`src/rtl/mem_port_arbiter_pkg.sv`:
```
// rtl/mem_port_arbiter_pkg.sv - shared encodings for the unified memory port arbiter
package mem_arb_pkg;

    localparam logic [1:0] ST_IDLE  = 2'd0;
    localparam logic [1:0] ST_DATA  = 2'd1;
    localparam logic [1:0] ST_FETCH = 2'd2;
    localparam logic [1:0] ST_RESP  = 2'd3;

    // Read data returned to the requester when an access is aborted by timeout
    localparam int ABORT_DATA = 0;

endpackage

```
`src/rtl/mem_port_arbiter_if.sv`:
```
// rtl/mem_port_arbiter_if.sv - single-port memory request/response bus
interface mem_port_arbiter_if #(
    parameter int AW = 32,
    parameter int DW = 32
);
    logic          m_req;
    logic          m_we;
    logic [AW-1:0] m_addr;
    logic [DW-1:0] m_wdata;
    logic [DW-1:0] m_rdata;
    logic          m_ready;

    modport master (output m_req, m_we, m_addr, m_wdata, input m_rdata, m_ready);
    modport slave  (input m_req, m_we, m_addr, m_wdata, output m_rdata, m_ready);
endinterface

```
`src/rtl/mem_port_arbiter_wait_timer.sv`:
```
// rtl/mem_port_arbiter_wait_timer.sv - saturating wait-cycle counter with expiry flag
module wait_timer #(
    parameter int TW      = 8,
    parameter int TIMEOUT = 255
) (
    input  logic clk,
    input  logic rst,
    input  logic clr,
    input  logic en,
    output logic expired
);
    logic [TW-1:0] count;

    always_ff @(posedge clk) begin
        if (rst || clr) begin
            count <= '0;
        end else if (en && (count != '1)) begin
            count <= count + 1'b1;
        end
    end

    assign expired = (count == TW'(TIMEOUT));
endmodule

```
`src/rtl/mem_port_arbiter.sv`:
```
// rtl/mem_port_arbiter.sv - arbitrates fetch and load/store onto one memory port and drives pipeline stalls
module mem_port_arbiter
    import mem_arb_pkg::*;
#(
    parameter int AW      = 32,
    parameter int DW      = 32,
    parameter int TIMEOUT = 255,
    parameter int TW      = 8
) (
    input  logic                clk,
    input  logic                rst,
    input  logic                if_req,
    input  logic [AW-1:0]       if_addr,
    input  logic                if_flush,
    output logic [DW-1:0]       if_rdata,
    output logic                if_valid,
    input  logic                d_read,
    input  logic                d_write,
    input  logic [AW-1:0]       d_addr,
    input  logic [DW-1:0]       d_wdata,
    output logic [DW-1:0]       d_rdata,
    output logic                d_valid,
    mem_port_arbiter_if.master  mem,
    output logic                stall_fetch,
    output logic                stall_pipe,
    output logic                err
);
    logic [1:0] state;
    logic       discard;
    logic       expired;
    logic       waiting;
    logic       d_req;

    assign d_req   = d_read | d_write;
    assign waiting = (state == ST_DATA) || (state == ST_FETCH);

    wait_timer #(.TW(TW), .TIMEOUT(TIMEOUT)) u_wait_timer (
        .clk     (clk),
        .rst     (rst),
        .clr     (!waiting),
        .en      (waiting && !mem.m_ready),
        .expired (expired)
    );

    always_ff @(posedge clk) begin
        if (rst) begin
            state       <= ST_IDLE;
            mem.m_req   <= 1'b0;
            mem.m_we    <= 1'b0;
            mem.m_addr  <= '0;
            mem.m_wdata <= '0;
            if_valid    <= 1'b0;
            d_valid     <= 1'b0;
            if_rdata    <= '0;
            d_rdata     <= '0;
            err         <= 1'b0;
            discard     <= 1'b0;
        end else begin
            if_valid <= 1'b0;
            d_valid  <= 1'b0;
            case (state)
                ST_IDLE: begin
                    if (d_req) begin
                        state       <= ST_DATA;
                        mem.m_req   <= 1'b1;
                        mem.m_we    <= d_write;
                        mem.m_addr  <= d_addr;
                        mem.m_wdata <= d_wdata;
                    end else if (if_req && !if_flush) begin
                        state       <= ST_FETCH;
                        mem.m_req   <= 1'b1;
                        mem.m_we    <= 1'b0;
                        mem.m_addr  <= if_addr;
                        mem.m_wdata <= '0;
                    end
                end
                ST_DATA: begin
                    if (mem.m_ready || expired) begin
                        state     <= ST_RESP;
                        mem.m_req <= 1'b0;
                        d_valid   <= 1'b0 | 1'b1;
                        if (!mem.m_we) begin
                            d_rdata <= mem.m_ready ? mem.m_rdata : DW'(ABORT_DATA);
                        end
                        if (!mem.m_ready) begin
                            err <= 1'b1;
                        end
                    end
                end
                ST_FETCH: begin
                    if (if_flush) begin
                        discard <= 1'b1;
                    end
                    if (mem.m_ready || expired) begin
                        state     <= ST_RESP;
                        mem.m_req <= 1'b0;
                        // A flush arriving on the completing edge must also suppress the response
                        if (!(discard || if_flush)) begin
                            if_valid <= 1'b1;
                            if_rdata <= mem.m_ready ? mem.m_rdata : DW'(ABORT_DATA);
                        end
                        if (!mem.m_ready) begin
                            err <= 1'b1;
                        end
                    end
                end
                default: begin
                    state   <= ST_IDLE;
                    discard <= 1'b0;
                end
            endcase
        end
    end

    assign stall_pipe  = d_req & ~d_valid;
    assign stall_fetch = (if_req & ~if_valid) | stall_pipe;
endmodule

```
`src/flat_wrapper.sv`:
```
// flat-port wrapper written by rule: the top's interface ports become plain ports
module mem_port_arbiter_flat import mem_arb_pkg::*;
#(
    parameter int AW      = 32,
    parameter int DW      = 32,
    parameter int TIMEOUT = 255,
    parameter int TW      = 8
)
  (clk, rst, if_req, if_addr, if_flush, if_rdata, if_valid, d_read, d_write, d_addr, d_wdata, d_rdata, d_valid, stall_fetch, stall_pipe, err, mem_m_req, mem_m_we, mem_m_addr, mem_m_wdata, mem_m_rdata, mem_m_ready);
  mem_port_arbiter_if #(.AW(AW), .DW(DW)) mem_i ();
  input  logic clk;
  input  logic rst;
  input  logic if_req;
  input  logic [AW-1:0] if_addr;
  input  logic if_flush;
  output logic [DW-1:0] if_rdata;
  output logic if_valid;
  input  logic d_read;
  input  logic d_write;
  input  logic [AW-1:0] d_addr;
  input  logic [DW-1:0] d_wdata;
  output logic [DW-1:0] d_rdata;
  output logic d_valid;
  output logic stall_fetch;
  output logic stall_pipe;
  output logic err;
  output wire logic [$bits(mem_i.m_req)-1:0] mem_m_req;
  output wire logic [$bits(mem_i.m_we)-1:0] mem_m_we;
  output wire logic [$bits(mem_i.m_addr)-1:0] mem_m_addr;
  output wire logic [$bits(mem_i.m_wdata)-1:0] mem_m_wdata;
  input wire logic [$bits(mem_i.m_rdata)-1:0] mem_m_rdata;
  input wire logic [$bits(mem_i.m_ready)-1:0] mem_m_ready;
  assign mem_m_req = mem_i.m_req;
  assign mem_m_we = mem_i.m_we;
  assign mem_m_addr = mem_i.m_addr;
  assign mem_m_wdata = mem_i.m_wdata;
  assign mem_i.m_rdata = mem_m_rdata;
  assign mem_i.m_ready = mem_m_ready;
  mem_port_arbiter #(.AW(AW), .DW(DW), .TIMEOUT(TIMEOUT), .TW(TW)) u_core (.clk(clk), .rst(rst), .if_req(if_req), .if_addr(if_addr), .if_flush(if_flush), .if_rdata(if_rdata), .if_valid(if_valid), .d_read(d_read), .d_write(d_write), .d_addr(d_addr), .d_wdata(d_wdata), .d_rdata(d_rdata), .d_valid(d_valid), .mem(mem_i), .stall_fetch(stall_fetch), .stall_pipe(stall_pipe), .err(err));
endmodule
```
`config.mk`:
```
export PLATFORM = sky130hd
export DESIGN_NAME = mem_port_arbiter_flat
export DESIGN_NICKNAME = d
export VERILOG_FILES = /design/src/rtl/mem_port_arbiter_pkg.sv /design/src/rtl/mem_port_arbiter_if.sv /design/src/rtl/mem_port_arbiter_wait_timer.sv /design/src/rtl/mem_port_arbiter.sv /design/src/flat_wrapper.sv
export SDC_FILE = /design/constraint.sdc
export NUM_CORES = 1
export LEC_CHECK = 0
export ABC_AREA = 1
export BUFFER_PORTS_ARGS = -buffer_cell sky130_fd_sc_hd__buf_2
export CAP_MARGIN = 20
export CORE_ASPECT_RATIO = 0.9
export CORE_MARGIN = 2
export CORE_UTILIZATION = 43
export CTS_CLUSTER_SIZE = 10
export DETAILED_ROUTE_END_ITERATION = 10
export PLACE_DENSITY = 0.83
export SLEW_MARGIN = 20
export SYNTH_ARGS = -nofsm -noshare
export SYNTH_HDL_FRONTEND = slang
export SYNTH_SLANG_ARGS = --single-unit
export TNS_END_PERCENT = 10
```
`constraint.sdc`:
```
create_clock -name clk -period 1.55 [get_ports clk]
set_clock_uncertainty 0.05 [all_clocks]
set_input_delay 0.155 -clock clk [delete_from_list [all_inputs] [get_ports clk]]
set_output_delay 0.155 -clock clk [all_outputs]
set_load 0.05 [all_outputs]
```
Word-level counts from Yosys, hierarchy flattened
Cells that the tools add are included. W data, S select, Z words.

Bits of input ports: 135. Flip-flop bits (word level): 144.

Reductions and logical operators: 24. Bitwise operators: 13. Mux-type cells: 19. Eq/ne operators: 7. Add/sub/neg operators: 1.

Operators by type and width (count): $mux W32 (5); $reduce_and A3 Y1 (4); $not A1 Y1 (9); $add A8 B1 Y8 const B (1); $eq A8 B8 Y1 const B (1); $mux W1 (8); $ne A8 B8 Y1 const B (1); $mux W2 (3); $reduce_and A2 Y1 (3); $reduce_or A2 Y1 (3); $logic_or A1 B1 Y1 (4); $pmux W1 S2 (2); $pmux W2 S2 (1); $reduce_bool A2 Y1 (2); $logic_and A1 B1 Y1 (3); $logic_not A1 Y1 (3); $ne A3 B1 Y1 const B (1); $reduce_or A3 Y1 (1); $and A1 B1 Y1 (2); $eq A2 B1 Y1 const B (1); $eq A2 B2 Y1 const B (1); $logic_not A2 Y1 (1); $ne A2 B1 Y1 const B (1); $ne A2 B2 Y1 const B (1); $or A1 B1 Y1 (2).

Logic depth before layout (Yosys ltp)
Depth in word-level cells: 5. Mapped depth: 10. Depth with buffers taken out: 9.

By module
From an unflattened synthesis, not the netlist that was laid out.

Cell total of the unflattened synthesis: 771. Area total of the unflattened synthesis: 5891.9 um^2.

Modules (own cells, without submodules): mem_port_arbiter (area each 5435.2 um^2, instances 1, seq. area each 2722.6 um^2, cells each 699); wait_timer (area each 456.7 um^2, instances 1, seq. area each 160.2 um^2, cells each 72).

Worst setup path before layout
Ideal clock, no wire load.

Kind: reg-to-reg. Start: register u_core.state[0]. End: register u_core.mem.m_addr[22]. Slack: -2 ps. Clock period less this slack: 1552 ps. Setup time: 116 ps. Stages on the path, launching flop included: 9. Data arrival time: 1385 ps. Required time: 1384 ps. Cell sequence: dfxtp_1 inv_1 ha_1 buf_2 inv_1 a21oi_2 buf_2 buf_2 o211a_1.

Longest elaborated chain between the ends: 2.

RTL lines: start, declared (line mem_port_arbiter.sv:28) `logic [1:0] state;`; start signal, assigned (line mem_port_arbiter.sv:47) `state <= ST_IDLE;`; start signal, assigned (line mem_port_arbiter.sv:64) `state <= ST_DATA;`; start signal, assigned (line mem_port_arbiter.sv:70) `state <= ST_FETCH;`; $logic_not A2 Y1 (line mem_port_arbiter.sv:61) `case (state)`; $reduce_and A2 Y1 (no source line); end signal, assigned (line mem_port_arbiter.sv:67) `mem.m_addr <= d_addr;`; end signal, assigned (line mem_port_arbiter.sv:73) `mem.m_addr <= if_addr;`; end, declared (line mem_port_arbiter_if.sv:13) `modport master (output m_req, m_we, m_addr, m_wdata, input m_rdata, m_ready);`.

No other way between the ends. A chain may end at the register's enable or synchronous reset.

Worst setup path in the final report
Start: register u_core.u_wait_timer.count[1]. End: register u_core.d_rdata[7].

Longest elaborated chain between the ends: 3.

RTL lines: start, declared (line mem_port_arbiter_wait_timer.sv:12) `logic [TW-1:0] count;`; start signal, assigned (line mem_port_arbiter_wait_timer.sv:18) `count <= count + 1'b1;`; $eq A8 B8 Y1 (line mem_port_arbiter_wait_timer.sv:22) `assign expired = (count == TW'(TIMEOUT));`; $logic_or A1 B1 Y1 (line mem_port_arbiter.sv:78) `if (mem.m_ready || expired) begin`; $reduce_and A3 Y1 (no source line); end signal, assigned (line mem_port_arbiter.sv:83) `d_rdata <= mem.m_ready ? mem.m_rdata : DW'(ABORT_DATA);`; end, declared (line mem_port_arbiter.sv:21) `output logic [DW-1:0] d_rdata,`.

No other way between the ends.

==> results.md <==
* Peak VDD IR at 1.25 mV
* Inserted Clock Buffers at 17
* Routed via count at 6890
* Max-Cap Viols at 0
* Final period util at 1.00
* CTS Buffer Depth at 2
* Number of library cell types mapped by synthesis at 26
* R2r worst-path depth at 10
* Initial Util at 0.441
* Critical R2R Launch: u_core.u_wait_timer.count[1]
* Sink Count at 144
* Syn-to-layout area delta at 48.3%
* Syn avg cell area at 7.20 µm²
* Post-synth top flop: dfxtp_1
* Most frequent cell after synthesis: nand2_1
* Number of global-route vias before repair at 6516
* Drt drc at 0
* Failing checks: negative setup slack
* # rows at 41
* Clock Latency Late Sink at 0.41 ns
* Clock Tree Root: clkbuf_16
* Ys async rst share at 0
* Total track usage at 0.250
* R2r endpoint: u_core.d_rdata[7]
* Largest net degree at the start of global routing at 67
* Sequential area share after synthesis at 0.463
* Hold path endpoint: u_core.d_rdata[5]
* 1st-pass router iterations at 8
* Post-route design area at 9240 µm²
* Status: finished, violations left
* Critical Path Fanout Max at 8
* Routability Congestion at 0.823
* Post-DR vias/cell at 4.96
* IO Port Bufs at 269
* P_leak at 4.87 nW
* Post-route antenna net violation count at 0
* Synthesis warning total at 0
* Synth area leaders: dfxtp_1, nand2_1, nand3_1
* Worst hold slack at 0.0185 ns
* RSZ-0062 raised after global routing: true
* Detailed-placement wirelength estimate at 12400 µm
* Die area at 15500 µm²
* Reg clk slew, reported paths at 0.06 ns
* WL final at 20200 µm
* Placed cell areas at 7850 µm²
* Layout Utilization at 0.655
* Layout cells sized above 1 at 0.314
* Final net count at 1322
* Post-synth top cells: nand2_1, dfxtp_1, inv_1, nand3_1, a21oi_1
* Die X at 131 µm
* Critical Path RT at 1.84 ns
* CTS tree: yes
* CORE AREA at 14100 µm²
* Post-route setup TNS at -0.0101 ns
* Post-Syn Area at 6230 µm²
* First-pass GRT wire length at 30900 µm
* Maximum clock rate at 0.643 GHz
* Hold wc startpoint: mem_m_rdata[5]
* Initial antenna violation count at 2
* WP data arrival at 1.85 ns
* Tmin final at 1.56 ns
* Routed len/inst at 14.5 µm
* Setup violators final at 2
* Rel. slew slack at 0.655
* Power density cells at 1820 nW/µm²
* Crit end category: register
* Drt initial violations at 529
* Cell taking the most area after synthesis: dfxtp_1
* H-tree depth at 4
* Hold Crit Class: primary input to register
* Slack of the critical path at -0.00526 ns
* Overflow after GRT at 0
* Share of the synthesized area in the top cell type at 0.463
* Crit Path Category: register to register
* Die Height at 118 µm
* Worst R2R Setup Slack at -0.005 ns
* Slew of the pin with the lowest slew margin at 0.518 ns
* EDFF count, synth at 0
* Worst Hold Depth at 5
* Startpoint Class: register
* Post-Synthesis Net Count at 1005
* # IOs at 270
* Slew Limit Fails at 0
* Post-synthesis register bit count at 144
* Hold Vio Cnt, Final at 0
* Synthesized instance count at 865
## registers in the layout (all words and copies together), names as in the netlist
name,cells
u_core.d_rdata,32
u_core.d_valid,1
u_core.discard,1
u_core.err,1
u_core.if_rdata,32
u_core.if_valid,1
u_core.mem.m_addr,32
u_core.mem.m_req,1
u_core.mem.m_wdata,32
u_core.mem.m_we,1
u_core.state,2
u_core.u_wait_timer.count,8
## layout by cell type, fill, tap and decap left out, drive strengths merged
master and count:
a211oi 1, diode 2, nor3 2, xor2 2, buf 305, o22ai 1
clkinv 6, nor2 58, bufinv 4, o211a 32, nand2 271, dlygate4sd3 52
ha 5, nand4 24, o21ai 6, clkbuf 21, clkinvlp 3, nand3 88
inv 93, dfxtp 144, a21oi 77
## layer usage
| layer | up-vias | track usage | wire (µm) |
|---|---|---|---|
| met1 | 3075 | 0.288 | 7920 |
| met4 | 0 | 0.134 | 988 |
| met3 | 85 | 0.0697 | 1310 |
| met2 | 329 | 0.417 | 9980 |
| li1 | 3401 | - | - |
| met5 | - | 0 | 0 |
## logic make-up after synthesis
group                    Yosys count  share of synthesized area
AND/OR/NAND/NOR                  443                      0.301
buffers and inverters            154                      0.102
adder cells (fa/ha/maj)            5                     0.0100
flip-flops                       144                      0.463
AO/OA/AOI/OAI                    117                      0.121
XOR/XNOR                           2                    0.00281
## through the flow
stage          worst slack, ns  instances  total power, mW
5_1_grt                -0.0882       1390             17.6
6_report              -0.00526       1390             16.8
3_3_place_gp            0.0710       1295             11.8
2_1_floorplan         -0.00165        865             10.1
3_5_place_dp          -0.00794       1295             11.9
4_1_cts                0.00125       1379             16.4
## worst max-delay path by stage
| stage | endpoint | slack (ns) | start | cells past startpoint |
|---|---|---|---|---|
| finish | u_core.d_rdata[7] | -0.005 | u_core.u_wait_timer.count[1] | 10 |
| detailed placement | u_core.u_wait_timer.count[1] | -0.008 | u_core.u_wait_timer.count[1] | 8 |
| global placement | u_core.mem.m_addr[10] | 0.07 | u_core.state[0] | 7 |
| floorplan | u_core.mem.m_addr[22] | -0.002 | u_core.state[0] | 8 |
| CTS | u_core.d_rdata[7] | 0.001 | u_core.u_wait_timer.count[1] | 10 |
| global route | u_core.d_rdata[31] | -0.09 | u_core.u_wait_timer.count[1] | 10 |
## area by class of cell
| type | count | area (µm²) |
|---|---|---|
| multi-input combinational | 567 | 2810 |
| tap | 193 | 241 |
| clock buffer | 18 | 439 |
| clock inverter | 14 | 189 |
| sequential | 144 | 2890 |
| fill | 1164 | 4870 |
| inverter | 92 | 345 |
| timing repair buffer | 360 | 2310 |
| antenna | 2 | 5.00 |
## what timing repair did
item,in CTS,in global routing
cloned,0,3
buffers inserted,0,6
endpoints found under the setup margin,6,111
endpoints found under the hold margin,52,0
pin swaps,0,9
resized for setup,2,37
hold buffers,52,0
## critical path, cell delays in order, from the launching register on
cell	delay, ns
dfxtp_2	0.36
ha_4	0.16
nand2_4	0.05
nor2_4	0.12
nand2_2	0.08
nand2_4	0.10
nand3_4	0.14
buf_12	0.20
nand2_2	0.06
nand2_1	0.05
nor2_1	0.11
## power by group
part           switching (mW)  internal (mW)
Clock                    1.62           2.73
Combinational            5.33           2.22
Sequential              0.424           4.50
Note: power is estimated with default switching activity, not from simulation.
